File: config.mk
export PLATFORM = sky130hd
export DESIGN_NAME = rally_pacer
export DESIGN_NICKNAME = d
export VERILOG_FILES = /design/src/rtl/rally_pacer.sv
export SDC_FILE = /design/constraint.sdc
export NUM_CORES = 1
export LEC_CHECK = 0
export CAP_MARGIN = 20
export CORE_MARGIN = 5
export CORE_UTILIZATION = 59
export DETAILED_ROUTE_END_ITERATION = 10
export PLACE_DENSITY = 0.81
export SYNTH_ARGS = -nofsm -noshare
export SYNTH_HDL_FRONTEND = slang
export SYNTH_SLANG_ARGS = --single-unit
File: constraint.sdc
create_clock -name clk_i -period 4.6 [get_ports clk_i]
set_input_delay 0.46 -clock clk_i [delete_from_list [all_inputs] [get_ports clk_i]]
set_output_delay 0.46 -clock clk_i [all_outputs]
set_load 0.05 [all_outputs]
File: src/rtl/rally_pacer.sv
// Rally-aware tick/serve scheduler for the Pong ball datapath.
// Define RALLY_PACER_SPEEDUP_EN to compile in the hit-driven speed-up; otherwise the tick period stays fixed.
module rally_pacer #(
    parameter int unsigned PERIOD_W      = 26,
    parameter int unsigned START_PERIOD  = 12_500_000,
    parameter int unsigned MIN_PERIOD    = 2_500_000,
    parameter int unsigned STEP          = 1_250_000,
    parameter int unsigned HITS_PER_STEP = 4,
    parameter int unsigned SERVE_DLY     = 4
) (
    input  logic       clk_i,
    input  logic       reset_i,
    input  logic       start_i,
    input  logic       hit_i,
    input  logic       miss_l_i,
    input  logic       miss_r_i,
    input  logic       over_i,
    output logic       tick_o,
    output logic       serve_o,
    output logic       serve_dir_o,
    output logic [3:0] level_o,
    output logic [2:0] state_o
);

    // state       | meaning
    // IDLE        | waiting for start after reset
    // SERVE_WAIT  | counting SERVE_DLY period expiries before the serve
    // RALLY       | ball in play, tick every per clocks
    // POINT       | one cycle for the score logic to settle before sampling over
    // GAMEOVER    | match decided, waiting for start
    typedef enum logic [2:0] {
        ST_IDLE       = 3'd0,
        ST_SERVE_WAIT = 3'd1,
        ST_RALLY      = 3'd2,
        ST_POINT      = 3'd3,
        ST_GAMEOVER   = 3'd4
    } state_t;

    localparam logic [PERIOD_W-1:0] START_P  = PERIOD_W'(START_PERIOD);
    localparam int unsigned         DLY_W    = $clog2(SERVE_DLY + 1);
    localparam logic [DLY_W-1:0]    DLY_LAST = DLY_W'(SERVE_DLY);

    state_t              state_q;
    logic                tick_q;
    logic                serve_q;
    logic                serve_dir_q;
    logic [3:0]          level_q;
    logic [PERIOD_W-1:0] per_q;
    logic [PERIOD_W-1:0] cnt_q;
    logic [DLY_W-1:0]    dly_q;
    logic [PERIOD_W-1:0] per_m1;
    logic [DLY_W-1:0]    dly_inc;

    assign per_m1  = per_q - PERIOD_W'(1);
    assign dly_inc = dly_q + DLY_W'(1);

`ifdef RALLY_PACER_SPEEDUP_EN
    localparam int unsigned         HITS_W = $clog2(HITS_PER_STEP + 1);
    localparam logic [HITS_W-1:0]   HITS_LAST = HITS_W'(HITS_PER_STEP);
    localparam logic [PERIOD_W-1:0] MIN_P  = PERIOD_W'(MIN_PERIOD);
    localparam logic [PERIOD_W-1:0] STEP_P = PERIOD_W'(STEP);

    logic [HITS_W-1:0]   hits_q;
    logic [HITS_W-1:0]   hits_inc;
    logic [PERIOD_W-1:0] step_per;
    logic [3:0]          step_level;
    logic [3:0]          level_sat;

    always_comb begin
        hits_inc   = hits_q + HITS_W'(1);
        level_sat  = (level_q == 4'hF) ? level_q : level_q + 4'd1;
        step_per   = MIN_P;
        step_level = level_sat;
        if (per_q >= MIN_P + STEP_P) begin
            step_per = per_q - STEP_P;
        end else if (per_q == MIN_P) begin
            step_level = level_q;
        end
    end
`else
    logic unused_hit;
    assign unused_hit = hit_i;
`endif

    always_ff @(posedge clk_i) begin
        if (reset_i) begin
            state_q     <= ST_IDLE;
            tick_q      <= 1'b0;
            serve_q     <= 1'b0;
            serve_dir_q <= 1'b0;
            level_q     <= 4'd0;
            per_q       <= START_P;
            cnt_q       <= '0;
            dly_q       <= '0;
`ifdef RALLY_PACER_SPEEDUP_EN
            hits_q      <= '0;
`endif
        end else begin
            tick_q  <= 1'b0;
            serve_q <= 1'b0;
            case (state_q)
                ST_IDLE, ST_GAMEOVER: begin
                    if (start_i) begin
                        state_q     <= ST_SERVE_WAIT;
                        per_q       <= START_P;
                        level_q     <= 4'd0;
                        serve_dir_q <= 1'b1;
                        cnt_q       <= START_P - PERIOD_W'(1);
                        dly_q       <= '0;
`ifdef RALLY_PACER_SPEEDUP_EN
                        hits_q      <= '0;
`endif
                    end
                end
                ST_SERVE_WAIT: begin
                    if (cnt_q == '0) begin
                        cnt_q <= per_m1;
                        dly_q <= dly_inc;
                        if (dly_inc == DLY_LAST) begin
                            serve_q <= 1'b1;
                            state_q <= ST_RALLY;
                        end
                    end else begin
                        cnt_q <= cnt_q - PERIOD_W'(1);
                    end
                end
                ST_RALLY: begin
                    // A miss ends the rally outright: no tick, and any same-cycle hit is dropped.
                    if (miss_l_i || miss_r_i) begin
                        state_q     <= ST_POINT;
                        serve_dir_q <= miss_l_i;
                        per_q       <= START_P;
                        level_q     <= 4'd0;
`ifdef RALLY_PACER_SPEEDUP_EN
                        hits_q      <= '0;
`endif
                    end else begin
                        if (cnt_q == '0) begin
                            tick_q <= 1'b1;
                            cnt_q  <= per_m1;
                        end else begin
                            cnt_q <= cnt_q - PERIOD_W'(1);
                        end
`ifdef RALLY_PACER_SPEEDUP_EN
                        if (hit_i) begin
                            if (hits_inc == HITS_LAST) begin
                                hits_q  <= '0;
                                per_q   <= step_per;
                                level_q <= step_level;
                            end else begin
                                hits_q <= hits_inc;
                            end
                        end
`endif
                    end
                end
                ST_POINT: begin
                    if (over_i) begin
                        state_q <= ST_GAMEOVER;
                    end else begin
                        state_q <= ST_SERVE_WAIT;
                        cnt_q   <= per_m1;
                        dly_q   <= '0;
                    end
                end
                default: state_q <= ST_IDLE;
            endcase
        end
    end

    assign tick_o      = tick_q;
    assign serve_o     = serve_q;
    assign serve_dir_o = serve_dir_q;
    assign level_o     = level_q;
    assign state_o     = state_q;

endmodule

### Word level (Yosys, flattened, before mapping)

Cells that the tools add are included.

* register bits after elaboration: 65
* latch bits: 0
* RAM bits: 0
* ROM bits: 0
* input bits: 7
* output and inout port bits: 10
* logic and storage cells: 64
* memories: 0

* $add $sub $neg: 3
* $mul: 0
* div/mod/pow operators: 0
* $lt $le $gt $ge: 0
* equal/unequal tests: 11
* shift operators: 0
* multiplexer cells: 26
* bitwise gates (word level): 3
* reduce and logical (&&, ||, !) cells: 13

Operators with widths (number)
* 2-to-1 mux 26 bit: 6
* one-hot mux 26 bit (4 select lines): 1
* one-hot mux 26 bit (2 select lines): 1
* subtractor 26 x 1 -> 26 bit (second input constant): 2
* logical NOT 26 bit: 1
* 2-to-1 mux 3 bit: 8
* inequality test 2 bit (second input constant): 6
* one-hot mux 3 bit (4 select lines): 1
* AND reduction 4 bit: 3
* one-hot mux 3 bit (3 select lines): 1
* 2-to-1 mux 4 bit: 2
* one-hot mux 4 bit (2 select lines): 1
* == test 3 x 2 -> 1 bit (second input constant): 2
* == test 3 bit (second input constant): 2
* OR reduction 3 bit: 2
* 2-to-1 mux 1 bit: 4
* nonzero test 4 bit: 1
* adder 3 x 1 -> 3 bit (second input constant): 1
* == test 3 x 1 -> 1 bit (second input constant): 1
* logical NOT 3 bit: 1
* NOT 1 bit: 3
* AND reduction 3 bit: 1
* nonzero test 3 bit: 1
* one-hot mux 1 bit (2 select lines): 1
* other kinds (3): 3

### Longest topological paths before layout

Gate-level depths: netlist (run 1).

* depth after elaboration: 5
* depth in mapped cells: 8
* gate-level depth less buffers: 7

### Worst setup path before layout (run 1)

OpenSTA, ideal clock, no wires.

* path type: reg2reg
* start: register state_q[1] (netlist: state_o[1])
* end: register cnt_q[15]
* library setup time: 74 ps
* arrival time: 2290 ps
* data required time: 4526 ps
* setup slack: 2236 ps
* stages on the path, launching flop included: 7
* buffers on the path: 1
* period minus slack after synthesis: 2364 ps
* cell sequence: dfxtp_1 or4b_1 a21oi_1 buf_2 o211ai_1 or4_1 a31oi_1

* word-level cells in the longest chain between the ends: 4
* elaborated cells on any way between the ends: 12
* those cells by class: eq/ne: 7; mux: 1; reduce/logical: 4

Ends and longest elaborated chain
* start, declared: RTL line 43 `state_t state_q;`
* start signal, assigned: RTL line 87 `state_q <= ST_IDLE;`
* start signal, assigned: RTL line 104 `state_q <= ST_SERVE_WAIT;`
* start signal, assigned: RTL line 121 `state_q <= ST_RALLY;`
* == test 3 bit or logical NOT 3 bit (tied branches): RTL line 101 `case (state_q)`
* OR reduction 2 bit: RTL line 101
* nonzero test 4 bit (no line) or inequality test 2 bit (tied branches)
* AND reduction 4 bit (no line)
* end signal, assigned: RTL line 108 `cnt_q <= START_P - PERIOD_W'(1);`
* end signal, assigned: RTL line 117 `cnt_q <= per_m1;`
* end signal, assigned: RTL line 124 `cnt_q <= cnt_q - PERIOD_W'(1);`
* end, declared: RTL line 49 `logic [PERIOD_W-1:0] cnt_q;`

Parallel ways exist; a longest one is shown, timed or not.
A chain may end at the register's enable or synchronous reset.

### Final worst setup path (run 1)

* start: register cnt_q[14]
* end: register cnt_q[5]

* word-level cells in the longest chain between the ends: 4

Ends and longest elaborated chain
* logical NOT 26 bit (*): RTL line 116, 138
* 2-to-1 mux 26 bit (*): RTL line 116, 138
* 2-to-1 mux 26 bit: RTL line 129 `if (miss_l_i || miss_r_i) begin`
* one-hot mux 26 bit (4 select lines) (*): RTL line 101

Mark *: on every way between the ends. The rest lies on a longest branch, timed or not. The select of a mux whose other input is x is not followed.

==> results of run 1 <==
[path summary, 6_finish.rpt]
kind / startpoint / to / slack [ns]
worst min-delay path: cnt_q[25]$_SDFFE_PP0P_ / cnt_q[25]$_SDFFE_PP0P_ / 0.49
worst max register to register: cnt_q[14]$_SDFFE_PP0P_ / cnt_q[5]$_SDFFE_PP0P_ / 1.99
worst min register to register: cnt_q[25]$_SDFFE_PP0P_ / cnt_q[25]$_SDFFE_PP0P_ / 0.49
worst max-delay path: cnt_q[14]$_SDFFE_PP0P_ / cnt_q[5]$_SDFFE_PP0P_ / 1.99
[Yosys cell counts, drive strengths merged (5+ instances only)]
cell,count,area [sq um]
nor3,11,55.1
o211ai,5,37.5
nand2,12,45.0
or3,6,37.5
dfxtp,35,701
xor2,7,61.3
or4,10,82.6
a31oi,6,37.5
o21ai,10,61.3
buf,6,46.3
clkbuf,10,37.5
nor4,9,62.6
nor2,16,60.1
a21oi,19,103
o31ai,6,50.1
nand2b,5,31.3
inv,8,30.0
[tightest hold or removal path, stage by stage, from the launching register on]
cell and delay (ns):
dfxtp_1 0.34, o31ai_1 0.06, a21oi_1 0.05
[layout make-up]
type	count	area (sq um)	area share [%]
sequential	35	701	32.2
clock buffer	8	68.8	3.16
inverter	8	30.0	1.38
tap	46	57.6	2.64
multi-input combinational	178	1190	54.5
timing repair buffer	14	133	6.09
[cells by family after synthesis]
logic type                 synth area share [%]
AOI/OAI and AO/OA                          24.5
and+or+nand+nor                            27.9
DFF                                        35.2
xor gates and xnor gates                   3.96
adders and majority gates                  2.51
buffers and inverters                      5.72
other                                     0.188
[stage by stage]
step	total power [mW]	area [sq um]	setup slack, ns	std cells
finish	0.704	2180	1.99	289
global route	0.746	2180	1.78	289
CTS	0.704	2180	1.99	289
detailed placement	0.515	2110	1.78	281
global placement	0.512	2110	1.78	281
floorplan	0.477	2000	2.24	237
[cell usage in the layout (no fill, tap or decap), types with 3 or more instances in the layout]
master,count
or2_2,4
xor2_1,7
nand2_1,12
or3_1,6
buf_4,3
or4_1,8
a31oi_1,6
nand2b_1,5
nand4b_1,3
o211ai_1,5
dfxtp_1,35
o2111ai_1,3
a21oi_1,17
nor4_1,8
inv_1,8
nor3_1,11
conb_1,4
nor2_1,16
o31ai_1,5
o21a_1,3
nor2b_1,4
o21ai_0,9
nand3_1,3
clkbuf_4,5
ha_1,4
a211oi_1,3
clkdlybuf4s50_1,11
[flip-flops by register name, indices dropped and copies added (netlist names)]
name         flops
dly_q            3
serve_o          1
state_o          3
cnt_q           26
serve_dir_o      1
tick_o           1
[report_power, final]
group          total [mW]  leakage [nW]  internal [mW]  switching, mW
Sequential          0.350         0.288          0.323         0.0260
Clock               0.194        0.0386         0.0899          0.104
Combinational       0.161         0.433         0.0617         0.0992
Total               0.704         0.760          0.475          0.229
[metal layers]
| metal | track usage [%] | vias up | wire length, um |
|---|---|---|---|
| li1 | - | 893 | - |
| met1 | 29.3 | 830 | 2100 |
| met2 | 30.0 | 36 | 1920 |
| met3 | 6.57 | 6 | 222 |
| met4 | 9.68 | 0 | 53 |
| met5 | 0 | - | 0 |
==> summary.txt, run 1 <==
STA
  • Top achievable clock speed: 383 MHz
  • Transition time of the tightest slew-check pin: ~0.91 ns
  • Final-report hold violation count: 0
  • Tightest hold margin: 0.492 ns
  • Final Slew Violations: 0
  • Endpoints failing setup: 0
  • Max transition margin: ~40%
  • Tmin final: around 2.6 ns
  • RSZ-0062 raised after global routing: no
  • Final clock skew: about 0.0087 ns
  • Post-route clock period utilization: 56.7%
  • Final-layout setup total negative slack: 0 ns

Routing
  • Vias post-DR: roughly 1.8k
  • Number of violations reported at the end of detailed-routing iteration 0: approximately 120
  • Vias per Instance: just over 6
  • Routed Antenna Nets: 0
  • DR DRC count: 0
  • Wire length after detailed routing: 4290 um
  • Detail-routed net length per standard cell: about 15 um
  • TritonRoute pass-1 iters: 4

Final layout
  • Signed area change from the synthesized netlist to the final layout: 9.37%
  • Final core area utilization: approximately two thirds
  • Ratio of cells with drive above 1 in the final layout: 10.7%
  • Number of fill cells in the layout: about 290
  • Post-layout nets: 253
  • Count of antenna diodes in the layout: 0

Global route
  • Global-route usage over all layers: 21.2%
  • Remaining global-route overflow: 0
  • Number of antenna violations at the first check in global routing: 0
  • Largest net degree at the start of global routing: 23
  • Wire length of the first global-routing pass: 7400 um
  • Number of global-route vias before repair: around 1.6k

CTS
  • Worst-Skew Late Latency: approximately 0.34 ns
  • Clock tree from TritonCTS: done
  • Maximum level of the CTS H-tree: 2
  • Clock transition time at the flip-flop clock pins of the worst setup and hold paths: roughly 0.11 ns
  • Clock Sink Count: 35
  • Cts hold-fix bufs: 0
  • Library cell used as clock root buffer: clkbuf_4
  • Maximum root-to-sink buffer count: 2
  • Number of clock buffers inserted by TritonCTS: 5
  • Setup Fix Bufs, Post-CTS: 0
  • Total of cells resized after clock tree synthesis: 0

Yosys
  • Summed instance area of the synthesized netlist: roughly 0.0020 sq mm
  • Number of warnings issued by yosys: 0
  • Cell count after synthesis: ~230
  • Count of cell types in the netlist: between 50 and 60
  • Synth Register Bits: 35
  • Most used flip-flop cell after synthesis: dfxtp_1
  • Count of flip-flops with a built-in enable after synthesis: 0
  • Average cell area after synthesis: ~8.5 sq um
  • Fraction of synthesis flops using an asynchronous set or reset pin: 0%
  • Share of the yosys chip area belonging to registers: 35.2%

Flow run
  • MaxCap Viol Count: 0

Setup path
  • Maximum single-stage delay on the critical path: around 0.6 ns
  • Type of the worst setup path: flip-flop to flip-flop
  • Type of origin of the critical path: flip-flop
  • Cell class contributing the biggest share of worst-path delay: simple AND/OR/NAND/NOR gates
  • Number of buffer and inverter stages on the critical path: 0
  • Chain of cells forming the critical path: or4_4 > or4_4 > o31a_1 > o21ai_4 > o21ba_2
  • Crit path required time: slightly below 5 ns
  • Endpoint kind of the worst setup timing path: flip-flop
  • Slowest cell on the critical path: or4_4
  • Number of cells on the worst reg-to-reg path: 5
  • Count of cell instances traversed by the critical path: 5
  • Critical path's most frequent cell: or4_4
  • Maximum fanout along the worst path: 12
  • Critical path data arrival time: around 2.9 ns

Die
  • Starting utilization of the core area: 60.1%
  • Top Ports: 17
  • DIE AREA: between 0.004 and 0.005 sq mm
  • Die span in x: between 60 and 70 um
  • Core Area: approximately 0.0033 sq mm
  • Std cell rows: 21
  • Vertical extent of the die: roughly 70 um

Pwr
  • Max rail drop VDD: about 0.24 mV
  • Power density of the placed cells: approximately 320 mW/mm^2
  • Leakage: 0.760 nW

Min path
  • Hold-critical path depth: 2
  • Type of the most critical hold path: flip-flop to flip-flop

Placed design
  • Number of port buffers: 11
  • Dpl hpwl: around 3000 um
  • Final Wtd Congestion: about 0.79

Run status
  • Outcome: finished, final reports clean
(Power assumes the default switching activity.)
==> run 2, diff against run 1 <==
--- a/config.mk
+++ b/config.mk
@@ -7,9 +7,9 @@
 export LEC_CHECK = 0
 export CAP_MARGIN = 20
 export CORE_MARGIN = 5
-export CORE_UTILIZATION = 59
+export CORE_UTILIZATION = 52
 export DETAILED_ROUTE_END_ITERATION = 10
-export PLACE_DENSITY = 0.81
+export PLACE_DENSITY = 0.76
 export SYNTH_ARGS = -nofsm -noshare
 export SYNTH_HDL_FRONTEND = slang
 export SYNTH_SLANG_ARGS = --single-unit
==> constraint.sdc (replaced) <==
create_clock -name clk_i -period 2.2 [get_ports clk_i]
set_input_delay 0.22 -clock clk_i [delete_from_list [all_inputs] [get_ports clk_i]]
set_output_delay 0.22 -clock clk_i [all_outputs]
set_load 0.05 [all_outputs]
==> run 2 against run 1 <==
The flow now finishes with violations (setup timing). First-iteration DRC count up 24%. Critical endpoint is now cnt_q[25]$_SDFFE_PP0P_. Total power increased by 130%. Sequential share of layout area fell by 4.6 points.
==> summary.txt, run 2 (same netlist as run 1, synthesis figures left out) <==
Pwr
  • Clock Power Share: ~28%
  • P_sw: between 500 and 600 uW
  • Leakage: ~0.96 nW
  • Power density of the placed cells: ~640 mW/mm^2
  • Portion of total power attributed to sequential cells: 44.4%
  • Final Total Pwr: around 1.6 mW
  • Cell internal pwr: 1.10 mW
  • Combinational fraction of design power: between 20% and 30%
  • Fraction of power spent switching nets: between 30% and 40%
  • Max rail drop VDD: 0.451 mV

Final layout
  • Count of antenna diodes in the layout: 0
  • Most common library cell in the layout ignoring fill and taps: buf_4
  • Register name with the most flops: cnt_q
  • Most frequent cells in the layout: buf_4, dfxtp_1, nor2_1, a21oi_1, clkdlybuf4s50_1
  • Max reg flops: 26
  • Signed area change from the synthesized netlist to the final layout: 28.4%
  • Post-layout nets: between 200 and 300
  • Ratio of cells with drive above 1 in the final layout: between 20 and 30%

Die
  • Top Ports: 17
  • Std cell rows: 22
  • Die span in x: 71.9 um
  • DIE AREA: between 0.005 and 0.006 sq mm
  • Vertical extent of the die: a little over 70 um
  • Starting utilization of the core area: approximately 54%
  • Core Area: ~0.0037 sq mm

Routing
  • Vias post-DR: 1,959
  • Wire length after detailed routing: around 5000 um
  • Routed Antenna Nets: 0
  • DR DRC count: 0
  • TritonRoute pass-1 iters: 4
  • Number of violations reported at the end of detailed-routing iteration 0: between 100 and 150
  • Detail-routed net length per standard cell: roughly 15 um
  • Vias per Instance: just under 6

STA
  • Final clock skew: roughly 0.01 ns
  • Endpoints failing setup: 7
  • Top achievable clock speed: 450 MHz
  • Final-report hold violation count: 0
  • Min setup slack post-route: -0.0240 ns
  • Tightest hold margin: ~0.51 ns
  • Max transition margin: between 60% and 70%
  • Final-layout setup total negative slack: -0.117 ns
  • Tmin final: 2.22 ns
  • Final Slew Violations: 0
  • Post-route clock period utilization: 101%
  • RSZ-0062 raised after global routing: yes
  • Transition time of the tightest slew-check pin: between 0.4 and 0.5 ns

Setup path
  • Chain of cells forming the critical path: or4_4 > or4_4 > o31a_1 > o21ai_4 > buf_6 > a21oi_2
  • Critical path's most frequent cell: or4_4
  • Endpoint kind of the worst setup timing path: flip-flop
  • Maximum single-stage delay on the critical path: roughly 0.53 ns
  • Crit path required time: around 2.4 ns
  • Critical path data arrival time: 2.39 ns
  • Maximum fanout along the worst path: 5
  • Type of origin of the critical path: flip-flop
  • Number of cells on the worst reg-to-reg path: 6
  • Type of the worst setup path: flip-flop to flip-flop
  • Slowest cell on the critical path: or4_4

CTS
  • Number of clock buffers inserted by TritonCTS: 5
  • Setup Fix Bufs, Post-CTS: 0
  • Library cell used as clock root buffer: clkbuf_8
  • Clock transition time at the flip-flop clock pins of the worst setup and hold paths: roughly 0.07 ns
  • Clock Sink Count: 35
  • Clock tree from TritonCTS: done
  • Maximum level of the CTS H-tree: 2
  • Worst-Skew Late Latency: roughly 0.29 ns
  • Maximum root-to-sink buffer count: 2

Min path
  • Type of the most critical hold path: flip-flop to flip-flop
  • Hold-critical path depth: 2

Global route
  • Number of antenna violations at the first check in global routing: 0
  • Largest net degree at the start of global routing: 20
  • Number of global-route vias before repair: about 1.8k
  • Wire length of the first global-routing pass: 7970 um
  • Global-route usage over all layers: roughly a fifth
  • Remaining global-route overflow: 0

Flow run
  • MaxCap Viol Count: 0

Placed design
  • Dpl hpwl: 3460 um
  • Final Wtd Congestion: between 0.8 and 0.9
  • Number of port buffers: 11

Run status
  • Outcome: finished with violations
  • Violated checks: setup timing
run 2: cell count changes in the layout (fill, tap and decap cells not counted), moves of 3 or more:
| cell | delta |
|---|---|
| buf_4 | +35 |
| clkbuf_4 | -5 |
| a21oi_1 | -3 |
| a21oi_2 | +3 |
| clkbuf_8 | +3 |
| dfxtp_1 | -3 |
| dfxtp_2 | +3 |
| nand2_1 | -3 |
| nand2_2 | +3 |
run 2: power groups by stage:
stage	registers (mW)	clock network [mW]	logic, mW
4_1_cts	0.723	0.456	0.423
5_1_grt	0.733	0.496	0.498
3_3_place_gp	0.735	0	0.415
3_5_place_dp	0.738	0	0.419
6_report	0.726	0.455	0.456
2_1_floorplan	0.738	0	0.261
run 2: layout make-up:
cell class	instances	area, sq um
multi-input combinational	179	1260
fill	313	1130
sequential	35	704
timing repair buffer	51	418
clock buffer	7	76.3
tap	48	60.1
inverter	8	30.0
clock inverter	1	5.00
run 2: path summary, 6_finish.rpt:
kind	start	to	slack, ns
worst max-delay path	cnt_q[14]$_SDFFE_PP0P_	cnt_q[25]$_SDFFE_PP0P_	-0.02
worst min-delay path	dly_q[2]$_SDFFE_PP0P_	dly_q[2]$_SDFFE_PP0P_	0.51
worst max register to register	cnt_q[14]$_SDFFE_PP0P_	cnt_q[25]$_SDFFE_PP0P_	-0.02
worst min register to register	dly_q[2]$_SDFFE_PP0P_	dly_q[2]$_SDFFE_PP0P_	0.51
run 2: worst max-delay path: cells and delay by family, from the launching register on:
family                 cells  cell delay (ns)
DFF                        1             0.33
buffers and inverters      1             0.18
AOI/OAI and AO/OA          3             0.61
and+or+nand+nor            2             1.00
run 2: stage by stage:
step / setup slack (ns) / area (sq um) / std cells / util (%)
floorplan: 0.0122 / 2000 / 237 / -
global placement: -0.249 / 2390 / 320 / 64.8
detailed placement: -0.269 / 2390 / 320 / 64.8
CTS: -0.0113 / 2470 / 328 / 67.1
global route: -0.0989 / 2560 / 329 / 69.3
finish: -0.0240 / 2560 / 329 / 69.3
run 2: repair_timing:
action                                  in CTS  in global routing
cloned                                       0                  1
gates resized for setup                      1                 20
hold buffers                                 0                  0
endpoints found under the setup margin       3                 26
pin swaps                                    0                  2
run 2: layer usage:
layer,track usage [%],vias to the layer above,routed length [um]
li1,-,978,-
met1,26.0,909,2270
met2,30.9,65,2270
met3,4.21,7,358
met4,5.85,0,55
met5,0,-,0
==> run 3, diff against run 2 <==
--- a/config.mk
+++ b/config.mk
@@ -5,10 +5,10 @@
 export SDC_FILE = /design/constraint.sdc
 export NUM_CORES = 1
 export LEC_CHECK = 0
-export CAP_MARGIN = 20
-export CORE_MARGIN = 5
+export CAP_MARGIN = 30
 export CORE_UTILIZATION = 52
 export DETAILED_ROUTE_END_ITERATION = 10
+export GPL_TIMING_DRIVEN = 0
 export PLACE_DENSITY = 0.76
 export SYNTH_ARGS = -nofsm -noshare
 export SYNTH_HDL_FRONTEND = slang
==> run 3 against run 2 <==
The flow still finishes with violations (setup timing). Register-to-register slack got worse by 0.13 ns. Core utilization increased by 1.5 points. Sequential share of layout area decreased by 0.24 points. Via count increased by 1.7%. Maximum frequency decreased by 5.7%. Final cell count decreased by 3.0%. Highest routed layer unchanged.
==> summary.txt, run 3 (same netlist as run 1, synthesis figures left out) <==
Routing
  • Number of violations reported at the end of detailed-routing iteration 0: 184
  • Wire length after detailed routing: roughly 5400 um
  • TritonRoute pass-1 iters: 5
  • DR DRC count: 0
  • Vias post-DR: about 2.0k
  • Vias per Instance: around 6.2
  • Routed Antenna Nets: 0
  • Detail-routed net length per standard cell: 16.9 um

CTS
  • Maximum level of the CTS H-tree: 2
  • Clock tree from TritonCTS: done
  • Clock Sink Count: 35
  • Worst-Skew Late Latency: just under 0.3 ns
  • Clock transition time at the flip-flop clock pins of the worst setup and hold paths: 0.07 ns
  • Number of clock buffers inserted by TritonCTS: 5
  • Maximum root-to-sink buffer count: 2
  • Library cell used as clock root buffer: clkbuf_8

Final layout
  • Most common library cell in the layout ignoring fill and taps: dfxtp_1
  • Post-layout nets: ~280
  • Final core area utilization: between 70% and 80%
  • Number of fill cells in the layout: between 200 and 300
  • Register name with the most flops: cnt_q
  • Non-filler cells in the finished layout: 319
  • Max reg flops: 26
  • Most frequent cells in the layout: dfxtp_1, buf_4, nor2_1, a21oi_1, nor3_1
  • Count of antenna diodes in the layout: 0
  • Signed area change from the synthesized netlist to the final layout: 30.2%
  • Ratio of cells with drive above 1 in the final layout: between 20 and 30%

Placed design
  • Final Wtd Congestion: 0.868
  • Post-placement setup slack: -0.561 ns
  • Cell count after placement: roughly 300
  • Number of port buffers: 11
  • Dpl hpwl: around 3200 um

STA
  • RSZ-0062 raised after global routing: yes
  • Top achievable clock speed: 424 MHz
  • Min setup slack post-route: -0.158 ns
  • Post-route clock period utilization: 107%
  • Transition time of the tightest slew-check pin: 0.651 ns
  • Tightest hold margin: ~0.28 ns
  • Tmin final: between 2 and 2.5 ns
  • Final-report hold violation count: 0
  • Final Slew Violations: 0
  • Final clock skew: roughly 0.0067 ns
  • Max transition margin: a little under three fifths
  • Endpoints failing setup: 28

Pwr
  • P_sw: between 500 and 600 uW
  • Cell internal pwr: 1.12 mW
  • Portion of total power attributed to sequential cells: ~44%
  • Leakage: 0.930 nW
  • Final Total Pwr: between 1.5 and 2 mW
  • Max rail drop VDD: 0.458 mV
  • Clock Power Share: about 28%
  • Combinational fraction of design power: 28.1%
  • Fraction of power spent switching nets: between 30% and 40%
  • Power density of the placed cells: 651 mW/mm^2

Global route
  • Largest net degree at the start of global routing: 11
  • Global-route usage over all layers: about a quarter
  • Remaining global-route overflow: 0
  • Wire length of the first global-routing pass: 8390 um
  • Number of global-route vias before repair: around 1.8k
  • Number of antenna violations at the first check in global routing: 0

Die
  • Die span in x: around 64 um
  • Std cell rows: 22
  • Starting utilization of the core area: 54.4%
  • Vertical extent of the die: between 60 and 70 um
  • DIE AREA: roughly 0.0041 sq mm
  • Top Ports: 17
  • Core Area: 0.00366 sq mm

Setup path
  • Chain of cells forming the critical path: or4_4 > or4_4 > o31a_1 > buf_2 > nand4b_1 > a31oi_1
  • Type of the worst setup path: flip-flop to flip-flop
  • Crit path required time: around 2.3 ns
  • Critical path's most frequent cell: or4_4
  • Maximum fanout along the worst path: 5
  • Critical path data arrival time: between 2 and 2.5 ns
  • Type of origin of the critical path: flip-flop
  • Endpoint kind of the worst setup timing path: flip-flop
  • Maximum single-stage delay on the critical path: about 0.58 ns
  • Slowest cell on the critical path: or4_4

Min path
  • Type of the most critical hold path: input pin to flip-flop

Run status
  • Violated checks: setup timing
  • Outcome: finished with violations

Flow run
  • MaxCap Viol Count: 0
run 3: area by class of cell:
class                   count  area (sq um)  share of cell area [%]
plain buffers              16          96.3                    3.72
clock buffers               6          82.6                    3.19
clock inverters             1          5.00                   0.193
inverters                   8          30.0                    1.16
multi-input cells         178          1370                    52.8
flip-flops and latches     35           708                    27.3
well taps                  48          60.1                    2.32
repair buffers             27           240                    9.27
run 3: routing by layer:
metal | vias up | track usage [%] | wire length (um)
met3 | 15 | 6.07 | 304
met2 | 76 | 42.7 | 2610
li1 | 953 | - | -
met4 | 0 | 9.66 | 120
met5 | - | 0 | 0
met1 | 949 | 35.0 | 2360
run 3: final timing paths:
check	start	to	slack (ns)	cells after the start
worst min-delay path	miss_l_i	tick_o$_SDFF_PP0_	0.28	3
worst max register to register	cnt_q[14]$_SDFFE_PP0P_	cnt_q[14]$_SDFFE_PP0P_	-0.16	6
worst min register to register	dly_q[1]$_SDFFE_PP0P_	dly_q[1]$_SDFFE_PP0P_	0.50	2
worst max-delay path	cnt_q[14]$_SDFFE_PP0P_	cnt_q[14]$_SDFFE_PP0P_	-0.16	6
run 3: timing repair:
action / CTS / global route
endpoints found under the setup margin: 31 / 30
pin swaps: 12 / 14
hold buffers: 0 / 0
gates cloned: 1 / 0
buffers inserted: 11 / 4
gates resized for setup: 25 / 27
run 3: critical path: cells and delay by family (launching register included):
family	cells	cell delay, ns
DFF	1	0.35
AOI/OAI and AO/OA	2	0.47
and+or+nand+nor	3	1.19
buffers and inverters	1	0.20
run 3: power groups by stage:
stage / sequential [mW] / clock, mW / combinational (mW)
after detailed placement: 0.738 / 0 / 0.351
after global placement: 0.737 / 0 / 0.346
final: 0.736 / 0.476 / 0.474
after CTS: 0.729 / 0.482 / 0.408
after global routing: 0.742 / 0.517 / 0.509
after floorplan: 0.738 / 0 / 0.261
run 3: through the flow:
stage / cell area, sq um / TNS (ns)
2_1_floorplan: 2000 / 0
3_3_place_gp: 2170 / -11.00
3_5_place_dp: 2170 / -12.11
4_1_cts: 2460 / -1.09
5_1_grt: 2590 / -4.46
6_report: 2590 / -2.76
